$ cat config.mk
export PLATFORM = sky130hd
export DESIGN_NAME = store_buffer_flat
export DESIGN_NICKNAME = d
export VERILOG_FILES = /design/src/rtl/store_buffer_if.sv /design/src/rtl/store_buffer.sv /design/src/flat_wrapper.sv
export SDC_FILE = /design/constraint.sdc
export NUM_CORES = 1
export LEC_CHECK = 0
export CAP_MARGIN = 20
export CORE_AREA = 3 3 228 230
export CTS_CLUSTER_DIAMETER = 50
export CTS_CLUSTER_SIZE = 16
export DETAILED_ROUTE_END_ITERATION = 7
export DIE_AREA = 0 0 231 233
export PLACE_DENSITY_LB_ADDON = 0.25
export SLEW_MARGIN = 20
export SYNTH_ARGS = -nofsm -noshare
export SYNTH_HDL_FRONTEND = slang
export SYNTH_SLANG_ARGS = --single-unit
$ cat constraint.sdc
create_clock -name clk -period 2.9 [get_ports clk]
set_clock_uncertainty 0.05 [all_clocks]
set_input_delay 0.435 -clock clk [delete_from_list [all_inputs] [get_ports clk]]
set_output_delay 0.435 -clock clk [all_outputs]
set_load 0.05 [all_outputs]
$ cat src/rtl/store_buffer_if.sv
// Bundle of the store-side, memory-side and load-hazard signals of the store buffer.
// The slave modport is the buffer itself and the master modport is whatever surrounds it.
interface store_buffer_if #(parameter int DEPTH = 4);
  localparam int CW = $clog2(DEPTH) + 1;

  logic          in_valid;
  logic          in_ready;
  logic [31:0]   in_addr;
  logic [31:0]   in_data;
  logic [3:0]    in_mask;

  logic          mem_valid;
  logic          mem_ready;
  logic [31:0]   mem_addr;
  logic [31:0]   mem_data;
  logic [3:0]    mem_mask;

  logic [31:0]   ld_addr;
  logic          ld_hazard;
  logic [CW-1:0] count;
  logic          empty;

  modport master (
    output in_valid, in_addr, in_data, in_mask, mem_ready, ld_addr,
    input  in_ready, mem_valid, mem_addr, mem_data, mem_mask, ld_hazard, count, empty
  );

  modport slave (
    input  in_valid, in_addr, in_data, in_mask, mem_ready, ld_addr,
    output in_ready, mem_valid, mem_addr, mem_data, mem_mask, ld_hazard, count, empty
  );
endinterface

$ cat src/rtl/store_buffer.sv
// In-order store buffer: a circular FIFO of {addr, data, mask} entries that drains to memory
// and flags loads that hit a word with a pending or incoming store.
module store_buffer #(
  parameter int DEPTH = 4
) (
  input logic          clk,
  input logic          rst,
  store_buffer_if.slave sb
);
  localparam int PW = $clog2(DEPTH);
  localparam int CW = PW + 1;
  localparam logic [CW-1:0] FULL = CW'(DEPTH);

  logic [31:0]      addr_mem [DEPTH];
  logic [31:0]      data_mem [DEPTH];
  logic [3:0]       mask_mem [DEPTH];
  logic [PW-1:0]    head_reg;
  logic [PW-1:0]    tail_reg;
  logic [CW-1:0]    count_reg;
  logic             push;
  logic             pop;
  logic [DEPTH-1:0] entry_hit;
  logic             in_hit;
  logic             unused_ld_bits;

  // Readiness only looks at occupancy, so a full buffer never accepts even while draining.
  assign sb.in_ready  = (count_reg != FULL) && !rst;
  assign sb.empty     = (count_reg == '0);
  assign sb.mem_valid = !sb.empty && !rst;
  assign sb.count     = count_reg;

  assign push = sb.in_valid && sb.in_ready && (sb.in_mask != 4'b0);
  assign pop  = sb.mem_valid && sb.mem_ready;

  assign sb.mem_addr = addr_mem[head_reg];
  assign sb.mem_data = data_mem[head_reg];
  assign sb.mem_mask = mask_mem[head_reg];

  always_ff @(posedge clk) begin
    if (rst) begin
      head_reg  <= '0;
      tail_reg  <= '0;
      count_reg <= '0;
    end else begin
      if (push) tail_reg <= tail_reg + 1'b1;
      if (pop)  head_reg <= head_reg + 1'b1;
      count_reg <= count_reg + CW'(push) - CW'(pop);
    end
  end

  // Payload storage carries no reset; every read is qualified by occupancy.
  always_ff @(posedge clk) begin
    if (push) begin
      addr_mem[tail_reg] <= sb.in_addr;
      data_mem[tail_reg] <= sb.in_data;
      mask_mem[tail_reg] <= sb.in_mask;
    end
  end

  for (genvar gi = 0; gi < DEPTH; gi++) begin : g_entry
    logic occ_reg;

    always_ff @(posedge clk) begin
      if (rst) begin
        occ_reg <= 1'b0;
      end else if (push && (tail_reg == PW'(gi))) begin
        occ_reg <= 1'b1;
      end else if (pop && (head_reg == PW'(gi))) begin
        occ_reg <= 1'b0;
      end
    end

    assign entry_hit[gi] = occ_reg && (mask_mem[gi] != 4'b0) &&
                           (addr_mem[gi][31:2] == sb.ld_addr[31:2]);
  end

  assign in_hit = sb.in_valid && (sb.in_mask != 4'b0) &&
                  (sb.in_addr[31:2] == sb.ld_addr[31:2]);

  assign sb.ld_hazard = (|entry_hit) || in_hit;

  // Hazards are tracked at word granularity, so the byte offset of the load is irrelevant.
  assign unused_ld_bits = ^sb.ld_addr[1:0];
endmodule

$ cat src/flat_wrapper.sv
// flat-port wrapper written by rule: the top's interface ports become plain ports
module store_buffer_flat 
#(
  parameter int DEPTH = 4
)
  (clk, rst, sb_in_valid, sb_in_addr, sb_in_data, sb_in_mask, sb_mem_ready, sb_ld_addr, sb_in_ready, sb_mem_valid, sb_mem_addr, sb_mem_data, sb_mem_mask, sb_ld_hazard, sb_count, sb_empty);
  store_buffer_if #(.DEPTH(DEPTH)) sb_i ();
  input logic clk;
  input logic rst;
  input wire logic [$bits(sb_i.in_valid)-1:0] sb_in_valid;
  input wire logic [$bits(sb_i.in_addr)-1:0] sb_in_addr;
  input wire logic [$bits(sb_i.in_data)-1:0] sb_in_data;
  input wire logic [$bits(sb_i.in_mask)-1:0] sb_in_mask;
  input wire logic [$bits(sb_i.mem_ready)-1:0] sb_mem_ready;
  input wire logic [$bits(sb_i.ld_addr)-1:0] sb_ld_addr;
  output wire logic [$bits(sb_i.in_ready)-1:0] sb_in_ready;
  output wire logic [$bits(sb_i.mem_valid)-1:0] sb_mem_valid;
  output wire logic [$bits(sb_i.mem_addr)-1:0] sb_mem_addr;
  output wire logic [$bits(sb_i.mem_data)-1:0] sb_mem_data;
  output wire logic [$bits(sb_i.mem_mask)-1:0] sb_mem_mask;
  output wire logic [$bits(sb_i.ld_hazard)-1:0] sb_ld_hazard;
  output wire logic [$bits(sb_i.count)-1:0] sb_count;
  output wire logic [$bits(sb_i.empty)-1:0] sb_empty;
  assign sb_i.in_valid = sb_in_valid;
  assign sb_i.in_addr = sb_in_addr;
  assign sb_i.in_data = sb_in_data;
  assign sb_i.in_mask = sb_in_mask;
  assign sb_i.mem_ready = sb_mem_ready;
  assign sb_i.ld_addr = sb_ld_addr;
  assign sb_in_ready = sb_i.in_ready;
  assign sb_mem_valid = sb_i.mem_valid;
  assign sb_mem_addr = sb_i.mem_addr;
  assign sb_mem_data = sb_i.mem_data;
  assign sb_mem_mask = sb_i.mem_mask;
  assign sb_ld_hazard = sb_i.ld_hazard;
  assign sb_count = sb_i.count;
  assign sb_empty = sb_i.empty;
  store_buffer #(.DEPTH(DEPTH)) u_core (.clk(clk), .rst(rst), .sb(sb_i));
endmodule
==> impl_metrics.py <==
metrics = {
    "pwr": {
        "p_total_mw": 12.6,
        "internal_power_mw": 8.73,
        "p_sw_frac": 0.308,
        "vdd_drop_max_mv": 0.543,
        "p_comb_frac": 0.229,
        "netSwitchingPower_mw": 3.89,
        "clkPwrFrac": 0.386,
        "p_seq_frac": 0.385,
        "p_leak_nw": 5.72,
        "powerDensity_nw_per_um2": 739,
    },
    "layout": {
        "finalNetCount": 1053,
        "final_cell_count_no_fill": 1646,
        "syn2layout_area_growth_pct": 37.2,
        "final_area_um2": 17100,
        "drive_gt1_frac": 0.361,
        "largestRegisters": "u_core.addr_mem: 128 flops, u_core.data_mem: 128 flops, u_core.mask_mem: 16 flops",
    },
    "clock_tree": {
        "cts_tree": "yes",
        "ctsHtreeMaxLevel": 2,
        "clock-sinks": 285,
        "clock_latency_ns": 0.55,
        "cts-root-buf": "clkbuf_16",
        "cts.reportedPaths.clkPinSlew_ns": 0.06,
        "post_cts_buffers": 0,
        "cts_hold_buffers": 0,
        "cts-buffers-inserted": 39,
        "clockBufferDepth": 3,
    },
    "floorplan": {
        "start_util": 0.249,
        "ios": 179,
        "die_x_um": 231,
        "coreArea_um2": 50100,
        "die_h_um": 233,
        "row_count": 82,
        "dieArea_um2": 53800,
    },
    "route": {
        "drt_iter0_drc": 406,
        "drt-wirelength-per-cell_um": 21.5,
        "drt_wl_total_mm": 35.4,
        "vias_per_cell": 4.19,
        "drc": 0,
        "dr.pass1.iters": 4,
        "vias": 6894,
        "final_antenna_net_count": 0,
    },
    "setup_path": {
        "slowest_delay_ns": 0.67,
        "path_class": "in -> out",
        "startpoint_type": "input pin",
        "worst_path_max_delay_cell": "clkdlybuf4s50_1",
        "cp_max_fo": 5,
        "cpMostUsedCell": "nand4_1",
        "arrival_ns": 2.39,
        "worst_r2r_endpoint": "u_core.sb.count[2]$_SDFF_PP0_",
        "crit_start": "sb_ld_addr[12]",
        "r2r_slack_ns": 0.65,
        "crit_buf_inv": 2,
        "r2r_start": "u_core.sb.count[2]$_SDFF_PP0_",
        "crit_path_end_kind": "output port",
        "crit_chain": "clkdlybuf4s50_1 > xnor2_1 > nand4_1 > nor4_2 > nand4_1 > and4_4 > o31ai_4 > buf_12",
        "endpoint": "sb_ld_hazard",
        "crit_cells": 8,
        "cp.required_ns": 2.41,
        "r2r_cells": 11,
        "crit_family": "buffers and inverters",
    },
    "place": {
        "pre_cts_ws_ns": -0.161,
        "routabilityCongestion": 0.809,
        "io_buffers": 176,
        "place_hpwl_mm": 25.7,
        "dpl_cell_area_um2": 15600,
        "dp.cells": 1569,
    },
    "synth": {
        "yosys.area.top_type": "edfxtp_1",
        "synth_top_area_share": 0.656,
        "syn-mean-instance-area_um2": 18.8,
        "netlist_instances": 663,
        "syn_area_um2": 12400,
        "synth_nets": 778,
        "yosys_warnings": 0,
        "synth_cell_type_count": 29,
        "synth-seq-cells": 285,
        "synth_area_leaders": "edfxtp_1 66%, mux4_2 12%, xnor2_1 5.8%",
        "synth_seq_area_share": 0.677,
    },
    "min_path": {
        "hold_path.class": "reg -> reg",
        "hold_depth": 2,
    },
    "sta": {
        "finalCritPeriodShare": 0.991,
        "maxSlewHeadroom": 0.588,
        "slew_viol_final": 0,
        "setup_viol": 0,
        "max_freq_mhz": 348,
        "hold_viol": 0,
        "timing.hold.ws_ns": 0.467,
        "rsz0062_at_grt": "true",
        "layout_setup_ws_ns": 0.0268,
        "worst_pin_slew_ns": 0.611,
        "fin_crit_ns": 2.87,
    },
    "global_routing": {
        "grt_max_degree": 31,
        "grt_pass1_vias": 7658,
        "grt_pass1_wl_mm": 51.7,
        "grt_usage": 0.133,
        "grt.overflow.total": 0,
        "antenna_found_initial": 9,
    },
    "outcome": {
        "status": "finished clean",
    },
    "job": {
        "cap_violations": 0,
    },
}
-- worst min-delay path by stage --
stage                                           startpoint  slack (ns)                                     end
finish              u_core.g_entry[3].occ_reg$_SDFFE_PP0P_        0.47  u_core.g_entry[3].occ_reg$_SDFFE_PP0P_
global route                                sb_in_data[21]        0.45        u_core.data_mem[3][21]$_DFFE_PP_
CTS                                         sb_in_data[24]        0.43        u_core.data_mem[2][24]$_DFFE_PP_
detailed placement  u_core.g_entry[1].occ_reg$_SDFFE_PP0P_        0.46  u_core.g_entry[1].occ_reg$_SDFFE_PP0P_
global placement    u_core.g_entry[3].occ_reg$_SDFFE_PP0P_        0.44  u_core.g_entry[3].occ_reg$_SDFFE_PP0P_
floorplan           u_core.g_entry[0].occ_reg$_SDFFE_PP0P_        0.41  u_core.g_entry[0].occ_reg$_SDFFE_PP0P_
-- Yosys cell counts --
cell type  instances
a211oi_4           1
a21oi_1            5
and2_1             5
and4_1             1
buf_2             20
buf_4              6
buf_6             15
clkbuf_1           7
dfxtp_1           13
edfxtp_1         272
fa_1               1
ha_1              10
inv_1              7
mux4_2            68
nand2_1            6
nand3_1            1
nand4_1           27
nor2_1            12
nor2b_1            1
nor3_2             1
nor4_1            22
nor4_2             1
nor4_4             1
o31ai_1            3
o41ai_1            2
o41ai_2            1
xnor2_1           82
xnor2_2            7
xor2_1            65
-- metal layers --
layer / global-route usage / vias up / part of all wire
li1: - / 3162 / -
met1: 0.164 / 3484 / 0.42
met2: 0.219 / 185 / 0.48
met3: 0.0513 / 57 / 0.080
met4: 0.0329 / 6 / 0.020
met5: 0 / - / 0.00096
-- worst min-delay path: cells and delay by family, from the launching register on --
kind / cells / cell delay, ns
DFF: 1 / 0.33
AOI/OAI and AO/OA: 1 / 0.06
and+or+nand+nor: 1 / 0.08
-- per-stage QoR --
stage,util,TNS (ns)
6_report,0.341,0
5_1_grt,0.341,-0.0699
4_1_cts,0.340,0
3_5_place_dp,0.312,-0.161
3_3_place_gp,0.312,-0.182
2_1_floorplan,-,-0.145
-- cells by family after synthesis --
family                     Yosys count  share of synthesized area
DFF                                285                      0.677
xor gates and xnor gates           154                      0.113
and+or+nand+nor                     78                     0.0377
muxes                               68                      0.123
buffers and inverters               55                     0.0295
AOI/OAI and AO/OA                   12                    0.00815
adders and majority gates           11                     0.0117
-- repair_timing --
| item | in CTS | in global routing |
|---|---|---|
| pin swaps | 4 | 1 |
| resized for setup | 17 | 7 |
| setup endpoints to repair | 1 | 1 |
-- layout by cell type, fill, tap and decap left out, drive strengths merged --
master,count
edfxtp,272
buf,177
clkdlybuf4s50,98
xnor2,89
mux4,68
xor2,65
clkbuf,43
nand4,27
nor4,24
inv,18
clkinv,14
dfxtp,13
nor2,12
ha,10
diode,6
nand2,6
a21oi,5
and2,5
dlymetal6s2s,4
o41ai,3
dlygate4sd2,3
o31ai,3
bufinv,2
a211oi,1
nor3,1
nand3,1
and4,1
nor2b,1
fa,1
clkinvlp,1
-- power by group through the flow --
stage / Sequential, mW / Combinational (mW) / Clock [mW]
floorplan: 4.94 / 1.81 / 0
global placement: 4.95 / 2.94 / 0
detailed placement: 4.96 / 2.94 / 0
CTS: 4.87 / 2.96 / 5.03
global route: 4.89 / 3.06 / 5.17
finish: 4.86 / 2.89 / 4.86
-- cell type report --
class                   count  area, µm²
diodes                      6       15.0
flip-flops and latches    285       8440
inverters                   7       26.3
multi-input cells         323       3780
clock inverters            28        304
repair buffers            282       2640
fillers                  4910      33000
clock buffers              43       1030
well taps                 672        841
(Power assumes the default switching activity.)
